## config.mk

```make
export PLATFORM = sky130hd
export DESIGN_NAME = sccb_target
export DESIGN_NICKNAME = d
export VERILOG_FILES = /design/src/rtl/sccb_target.sv
export SDC_FILE = /design/constraint.sdc
export NUM_CORES = 1
export LEC_CHECK = 0
export CORE_UTILIZATION = 50
export DETAILED_ROUTE_END_ITERATION = 12
export GPL_TIMING_DRIVEN = 0
export PLACE_DENSITY = 0.75
export SETUP_SLACK_MARGIN = 0.4
export SYNTH_ARGS = -nofsm -noshare
export SYNTH_HDL_FRONTEND = slang
export SYNTH_SLANG_ARGS = --single-unit
```

## constraint.sdc

```tcl
create_clock -name clk -period 2.3 [get_ports clk]
set_input_delay 0.345 -clock clk [delete_from_list [all_inputs] [get_ports clk]]
set_output_delay 0.345 -clock clk [all_outputs]
set_load 0.1 [all_outputs]
```

## src/rtl/sccb_target.sv

```systemverilog
// rtl/sccb_target.sv - SCCB register target: 3-phase writes to a strobe, 2-phase reads from a register file.
module sccb_target #(
  parameter logic [7:0] DEVICE_ID = 8'h42,
  parameter bit         ACK_EN    = 1'b1
) (
  input  logic       clk,
  input  logic       rst_n,
  input  logic       scl_in,
  input  logic       sda_in,
  output logic       sda_oe,
  output logic       wr_en,
  output logic [7:0] wr_addr,
  output logic [7:0] wr_data,
  output logic [7:0] rd_addr,
  input  logic [7:0] rd_data,
  output logic       busy
);

  typedef enum logic [2:0] {
    S_IDLE, S_ID, S_SUB, S_DATA, S_RD, S_IGNORE
  } state_e;

  state_e     state_q, state_d;
  // [0] and [1] form the synchronizer, [2] is the previous synced level
  logic [2:0] scl_q, scl_d, sda_q, sda_d;
  logic [3:0] bit_cnt_q, bit_cnt_d;
  logic [7:0] shift_q, shift_d;
  logic       ack_q, ack_d;
  logic       sda_oe_q, sda_oe_d;
  logic       wr_en_q, wr_en_d;
  logic [7:0] wr_addr_q, wr_addr_d;
  logic [7:0] wr_data_q, wr_data_d;
  logic [7:0] rd_addr_q, rd_addr_d;
  logic       busy_q, busy_d;

  logic       scl_rise, scl_fall, start_ev, stop_ev;
  logic [7:0] rx_byte;

  assign scl_rise = scl_q[1] & ~scl_q[2];
  assign scl_fall = ~scl_q[1] & scl_q[2];
  assign start_ev = scl_q[1] & sda_q[2] & ~sda_q[1];
  assign stop_ev  = scl_q[1] & ~sda_q[2] & sda_q[1];
  assign rx_byte  = {shift_q[6:0], sda_q[1]};

  always_comb begin
    scl_d     = {scl_q[1], scl_q[0], scl_in};
    sda_d     = {sda_q[1], sda_q[0], sda_in};
    state_d   = state_q;
    bit_cnt_d = bit_cnt_q;
    shift_d   = shift_q;
    ack_d     = ack_q;
    sda_oe_d  = sda_oe_q;
    wr_en_d   = 1'b0;
    wr_addr_d = wr_addr_q;
    wr_data_d = wr_data_q;
    rd_addr_d = rd_addr_q;
    busy_d    = busy_q;

    if (start_ev) begin
      sda_oe_d  = 1'b0;
      bit_cnt_d = 4'd0;
      ack_d     = 1'b0;
      state_d   = S_ID;
      busy_d    = 1'b1;
    end else if (stop_ev) begin
      sda_oe_d  = 1'b0;
      bit_cnt_d = 4'd0;
      ack_d     = 1'b0;
      state_d   = S_IDLE;
      busy_d    = 1'b0;
    end else if (ack_q) begin
      // State already points at the follow-on phase; this fall closes the 9th bit
      if (scl_fall) begin
        ack_d     = 1'b0;
        bit_cnt_d = 4'd0;
        sda_oe_d  = 1'b0;
        if (state_q == S_RD) begin
          shift_d   = rd_data;
          sda_oe_d  = ~rd_data[7];
          bit_cnt_d = 4'd1;
        end
      end
    end else begin
      case (state_q)
        S_ID, S_SUB, S_DATA: begin
          if (scl_rise && bit_cnt_q < 4'd8) begin
            shift_d   = rx_byte;
            bit_cnt_d = bit_cnt_q + 4'd1;
            if (bit_cnt_q == 4'd7 && state_q == S_SUB) begin
              rd_addr_d = rx_byte;
            end
            if (bit_cnt_q == 4'd7 && state_q == S_DATA) begin
              wr_en_d   = 1'b1;
              wr_addr_d = rd_addr_q;
              wr_data_d = rx_byte;
            end
          end else if (scl_fall && bit_cnt_q == 4'd8) begin
            ack_d    = 1'b1;
            sda_oe_d = ACK_EN;
            if (state_q == S_ID) begin
              if (shift_q == DEVICE_ID) begin
                state_d = S_SUB;
              end else if (shift_q == (DEVICE_ID | 8'h01)) begin
                state_d = S_RD;
              end else begin
                state_d  = S_IGNORE;
                ack_d    = 1'b0;
                sda_oe_d = 1'b0;
              end
            end else if (state_q == S_SUB) begin
              state_d = S_DATA;
            end else begin
              state_d = S_IGNORE;
            end
          end
        end
        S_RD: begin
          if (scl_fall) begin
            if (bit_cnt_q < 4'd8) begin
              shift_d   = {shift_q[6:0], 1'b0};
              sda_oe_d  = ~shift_q[6];
              bit_cnt_d = bit_cnt_q + 4'd1;
            end else begin
              sda_oe_d = 1'b0;
              state_d  = S_IGNORE;
            end
          end
        end
        default: begin
        end
      endcase
    end
  end

  always_ff @(posedge clk) begin
    if (!rst_n) begin
      state_q   <= S_IDLE;
      scl_q     <= 3'b111;
      sda_q     <= 3'b111;
      bit_cnt_q <= 4'd0;
      shift_q   <= 8'd0;
      ack_q     <= 1'b0;
      sda_oe_q  <= 1'b0;
      wr_en_q   <= 1'b0;
      wr_addr_q <= 8'd0;
      wr_data_q <= 8'd0;
      rd_addr_q <= 8'd0;
      busy_q    <= 1'b0;
    end else begin
      state_q   <= state_d;
      scl_q     <= scl_d;
      sda_q     <= sda_d;
      bit_cnt_q <= bit_cnt_d;
      shift_q   <= shift_d;
      ack_q     <= ack_d;
      sda_oe_q  <= sda_oe_d;
      wr_en_q   <= wr_en_d;
      wr_addr_q <= wr_addr_d;
      wr_data_q <= wr_data_d;
      rd_addr_q <= rd_addr_d;
      busy_q    <= busy_d;
    end
  end

  assign sda_oe  = sda_oe_q;
  assign wr_en   = wr_en_q;
  assign wr_addr = wr_addr_q;
  assign wr_data = wr_data_q;
  assign rd_addr = rd_addr_q;
  assign busy    = busy_q;

endmodule

```

# --- Word-level counts from Yosys, hierarchy flattened ---
# Cells that the tools add are included.
classes:
  mux: 45
  n_eq_ne: 23
  addsub: 1
  n_bitwise: 18
  n_reduce_logical: 18
  n_lt_le_gt_ge: 1
ops:
  columns: ["op", "count"]
  rows:
  - ["2-to-1 mux 8 bit", 6]
  - ["AND reduction 6 bit", 4]
  - ["2-to-1 mux 1 bit", 23]
  - ["2-to-1 mux 3 bit", 7]
  - ["2-to-1 mux 4 bit", 5]
  - ["equality test 8 x 7 -> 1 bit (second input constant)", 2]
  - ["inequality test 4 bit (second input constant)", 4]
  - ["one-hot mux 8 bit (2 select lines)", 1]
  - ["NOT 1 bit", 12]
  - ["AND reduction 5 bit", 2]
  - ["inequality test 3 bit (second input constant)", 3]
  - ["inequality test 2 bit (second input constant)", 4]
  - ["one-hot mux 4 bit (2 select lines)", 1]
  - ["AND reduction 8 bit", 1]
  - ["AND 1 bit", 6]
  - ["equality test 3 x 2 -> 1 bit (second input constant)", 2]
  - ["one-hot mux 3 bit (2 select lines)", 1]
  - ["OR reduction 3 bit", 2]
  - ["OR reduction 6 bit", 1]
  - ["adder 4 x 1 -> 4 bit (second input constant)", 1]
  - ["equality test 4 x 3 -> 1 bit (second input constant)", 1]
  - ["equality test 4 bit (second input constant)", 1]
  - ["logical AND 1 bit", 4]
  - ["< comparator 4 bit (second input constant)", 1]
  - ["9 further kinds", 11]
totals:
  output_inout_bits: 27
  input_bits: 12
  ff_bits: 49
  elab_cells: 119

# --- Depth between registers and ports, before layout ---
depth:
  ltp_word: 10
  ltp_mapped: 8
  depth_no_buf: 6

# --- Worst setup path after synthesis ---
# OpenSTA, ideal clock, no wires.
synth_path:
  path_type: "reg2reg"
  from: "register bit_cnt_q[3]"
  to: "register wr_addr_q[6], in the netlist wr_addr[6]"
  stages_incl_launch_ff: 9
  path_slack_ns: 0.513
  setup_time_ns: 0.071
  arrival_ns: 1.716
  synth_period_minus_slack_ns: 1.787
  path_buffers: 3
  t_required_ns: 2.229
  path_cell_list: "dfxtp_1 buf_6 or3b_4 nor4_2 and2_1 buf_6 buf_12 nand2_1 a21oi_2"
synth_between:
  elab_chain_cells: 3
  word_cells_on_any_way: 5
  classes_between: "order compare (1); eq/ne (1); reduce/logical (3)"
synth_rtl:
  columns: ["element", "line", "text"]
  rows:
  - ["start, declared", "26", "logic [3:0] bit_cnt_q, bit_cnt_d;"]
  - ["start signal, assigned", "153", "bit_cnt_q <= bit_cnt_d;"]
  - ["< comparator 4 bit or equality test 4 x 3 -> 1 bit (tied branches)", "86, 92", null]
  - ["logical AND 1 bit, on equally long branches", "86, 92", null]
  - ["AND reduction 6 bit (no line) (*)", null, null]
  - ["end signal, assigned", "158", "wr_addr_q <= wr_addr_d;"]
  - ["end, declared", "31", "logic [7:0] wr_addr_q, wr_addr_d;"]
# Every way passes the cells marked *; elsewhere a longest branch is shown, timed or not.
# A chain may end at the register's enable or synchronous reset.

# --- Final worst setup path ---
layout_path:
  from: "register bit_cnt_q[3]"
  to: "register wr_data_q[2], in the netlist wr_data[2]"
layout_between:
  elab_chain_cells: 3
  word_cells_on_any_way: 5
  classes_between: "order compare (1); eq/ne (1); reduce/logical (3)"
layout_rtl:
  columns: ["element", "line", "text"]
  rows:
  - ["< comparator 4 bit or equality test 4 x 3 -> 1 bit (tied branches)", "86, 92", null]
  - ["logical AND 1 bit, on equally long branches", "86, 92", null]
  - ["AND reduction 6 bit (no line) (*)", null, null]
  - ["end signal, assigned", "159", "wr_data_q <= wr_data_d;"]
  - ["end, declared", "32", "logic [7:0] wr_data_q, wr_data_d;"]
# Marks and branches as above.

==> impl_metrics.yaml <==
worst_setup_path:
  crit_arrival_ns: 2.16
  critical_path.most_common_cell: "buf_6"
  worstPathCellList: "buf_6 -> or3b_4 -> nor4_4 -> and2_4 -> buf_6 -> buf_12 -> buf_16 -> nand2_4 -> a21oi_2"
  crit_type: "reg -> reg"
  start_kind: "flip-flop"
  endpoint_kind: "flip-flop"
  cp_max_fo: 7
  required_ns: 2.53
  crit_buf_inv: 4
  cp_slowest_stage_delay_ns: 0.41
  cp_top_family: "simple AND/OR/NAND/NOR gates"
  slowest_stage: "or3b_4"
die:
  dieArea_sq_um: 4750
  initial_utilization_pct: 54.0
  fp-row-count: 23
  core_area_sq_um: 4140
  dieHeight_um: 68.9
  die_w_um: 68.9
  ios: 39
yosys:
  synth_nets: 263
  synth_ff_type: "dfxtp_1"
  synth-edff-count: 0
  async_reset_ff_share_pct: 0
  yosys_warnings: 0
  syn_area_per_cell_sq_um: 8.99
  syn_inst: 249
  ys_ff_latch: 49
  synth_cell_types: 46
  syn_area_sq_um: 2240
  seq_area_frac_synth_pct: 43.8
clock_tree:
  cts_made_buffers: 5
  cts.path.max_buffers: 2
  clock-root-buffer: "clkbuf_8"
  tritoncts: "yes"
  clk_transition_reported_paths_ns: 0.09
  h-tree-depth: 2
  ctsHoldBuffers: 0
  cts_sinks: 49
  insertion_delay_ns: 0.30
place:
  gp_congestion: 0.927
  place_area_sq_um: 2670
  io_buffer_count: 37
  dpl.hpwl_um: 3410
  placed_cells: 336
timing:
  setup-tns-final_ns: 0
  rsz0062_at_grt: "true"
  fin_skew_ns: 0.0119
  maxSlewHeadroom_pct: 36.2
  setup-violations-final: 0
  timing.fmax_mhz: 517
  finalMaxSlewViolations: 0
  worstMarginPinSlew_ns: 0.961
  finalCriticalPeriod_ns: 1.93
  period_share_pct: 84.0
  hold_viol_final: 0
finish:
  nNetsFinal: 320
  syn_to_final_growth_pct: 36.6
  diodes: 0
  finalNonFillerCells: 357
  fill_cells: 314
  drive_gt1_share_pct: 33.6
  fin_area_sq_um: 3060
global_routing:
  antenna_found_initial: 0
  first_global_vias: 1737
  grt_max_degree: 15
  grtUsageTotal_pct: 24.6
  gr-total-overflow: 0
  grt_pass1_wl_um: 8510
pwr:
  seq_power_share_pct: 59.0
  irDropWorstVdd_v: 0.000407
  p_clk_share_pct: 32.7
  internal_power_w: 0.00113
  cellLeakagePower_nw: 1.27
  switching_share_pct: 24.7
  comb_power_share_pct: 8.2
  net-switching-power_w: 0.000371
  powerDensity_nw_per_um2: 491
status:
  outcome: "complete, no violations"
drt:
  drtIter0Drc: 147
  avgViaCountPerCell: 5.52
  drt-wirelength-per-cell_um: 15.3
  wl_met3_um: 341
  drt_pre_antenna_iters: 4
  wl_met2_um: 2580
  met1_length_um: 2470
  wl_um: 5470
  postRouteAntennaNets: 0
  vias: 1972
  dr.max_layer_used: "met4"
  drc: 0
hold_path:
  hold_path.class: "in -> reg"
run:
  maxCapViolCount: 0
worst paths after layout:
| kind | cells after the start | from | slack (ns) | endpoint |
|---|---|---|---|---|
| setup / recovery | 9 | bit_cnt_q[3] | 0.37 | wr_data[2] |
| hold reg to reg | 1 | scl_q[0] | 0.41 | scl_q[1] |
| setup reg to reg | 9 | bit_cnt_q[3] | 0.37 | wr_data[2] |
| hold / removal | 2 | rst_n | 0.40 | scl_q[0] |
state kept, by name, summed over array words and instances (netlist names):
register	count
busy	1
wr_data	8
bit_cnt_q	4
ack_q	1
wr_addr	8
sda_oe	1
rd_addr	8
shift_q	8
state_q	3
scl_q	3
wr_en	1
sda_q	3
per-stage QoR:
step | util [%] | power [W] | setup slack (ns) | hold WS (ns)
after global routing | 73.8 | 0.00156 | 0.286 | 0.418
final | 73.8 | 0.00150 | 0.367 | 0.399
after floorplan | - | 0.000977 | 0.513 | 0.386
after detailed placement | 64.5 | 0.00102 | 0.239 | 0.393
after global placement | 64.5 | 0.00102 | 0.246 | 0.391
after CTS | 71.1 | 0.00150 | 0.282 | 0.408
area by class of cell:
class	instances	area, sq um	share of cell area [%]
buffer	15	144	4.70
clock buffer	7	76.3	2.49
clock inverter	1	7.51	0.245
inverter	7	26.3	0.859
multi-input combinational	178	1300	42.5
sequential	49	987	32.3
tap	50	62.6	2.04
timing repair buffer	50	457	14.9
layout by cell type, fill, tap and decap left out, types with 2 or more instances in the layout:
cell / instances
buf_1: 2
nand2_2: 7
nand2_4: 11
o21ai_0: 4
nand3b_1: 2
and3_1: 3
buf_4: 6
or2_2: 2
nor2_1: 16
o21ba_2: 2
nand2_1: 32
inv_1: 6
nor2b_1: 2
ha_1: 2
buf_12: 3
and2_4: 2
clkdlybuf4s50_1: 10
nor3_1: 3
dfxtp_1: 44
a21oi_1: 15
nand2b_1: 5
a31oi_1: 3
a211oi_2: 7
clkbuf_2: 10
clkbuf_8: 7
a21oi_2: 17
nand3_1: 8
buf_6: 8
clkbuf_1: 4
dlygate4sd2_1: 18
a311oi_2: 2
dfxtp_2: 5
mux2i_1: 14
cells in the mapped netlist (4+ instances only):
master,count,area (sq um)
o21ai_0,4,20.0
a21oi_1,22,110
clkbuf_1,5,18.8
nand2_1,48,180
a21oi_2,10,87.6
inv_1,6,22.5
nor2_1,17,63.8
a211oi_2,6,75.1
nand3_1,8,40.0
buf_6,5,56.3
dfxtp_1,49,981
mux2i_1,15,150
nand2b_1,5,31.3
cells by family after synthesis:
family | Yosys count | share of synthesized area [%]
adder cells (fa/ha/maj) | 2 | 1.12
XOR/XNOR | 2 | 0.782
flip-flops | 49 | 43.8
AO/OA/AOI/OAI | 55 | 18.4
multiplexers | 15 | 6.70
buffers and inverters | 22 | 6.20
AND/OR/NAND/NOR | 104 | 23.0
power by group through the flow:
stage	registers, W	logic (W)	clock network, W
6_report	0.000887	0.000124	0.000492
5_1_grt	0.000890	0.000132	0.000539
4_1_cts	0.000885	0.000120	0.000496
3_5_place_dp	0.000902	0.000118	0
3_3_place_gp	0.000901	0.000117	0
2_1_floorplan	0.000900	0.0000770	0
per-layer routing:
metal	track usage [%]	vias to the layer above
li1	-	973
met4	8.42	0
met2	40.7	75
met5	0	-
met3	3.95	8
met1	32.4	916
repair_timing:
item,CTS,global route
buffers inserted,7,4
pin swaps,16,13
cloned,2,0
endpoints found under the setup margin,53,44
gates resized for setup,58,51
No activity file was read; power rests on OpenSTA's default activity.
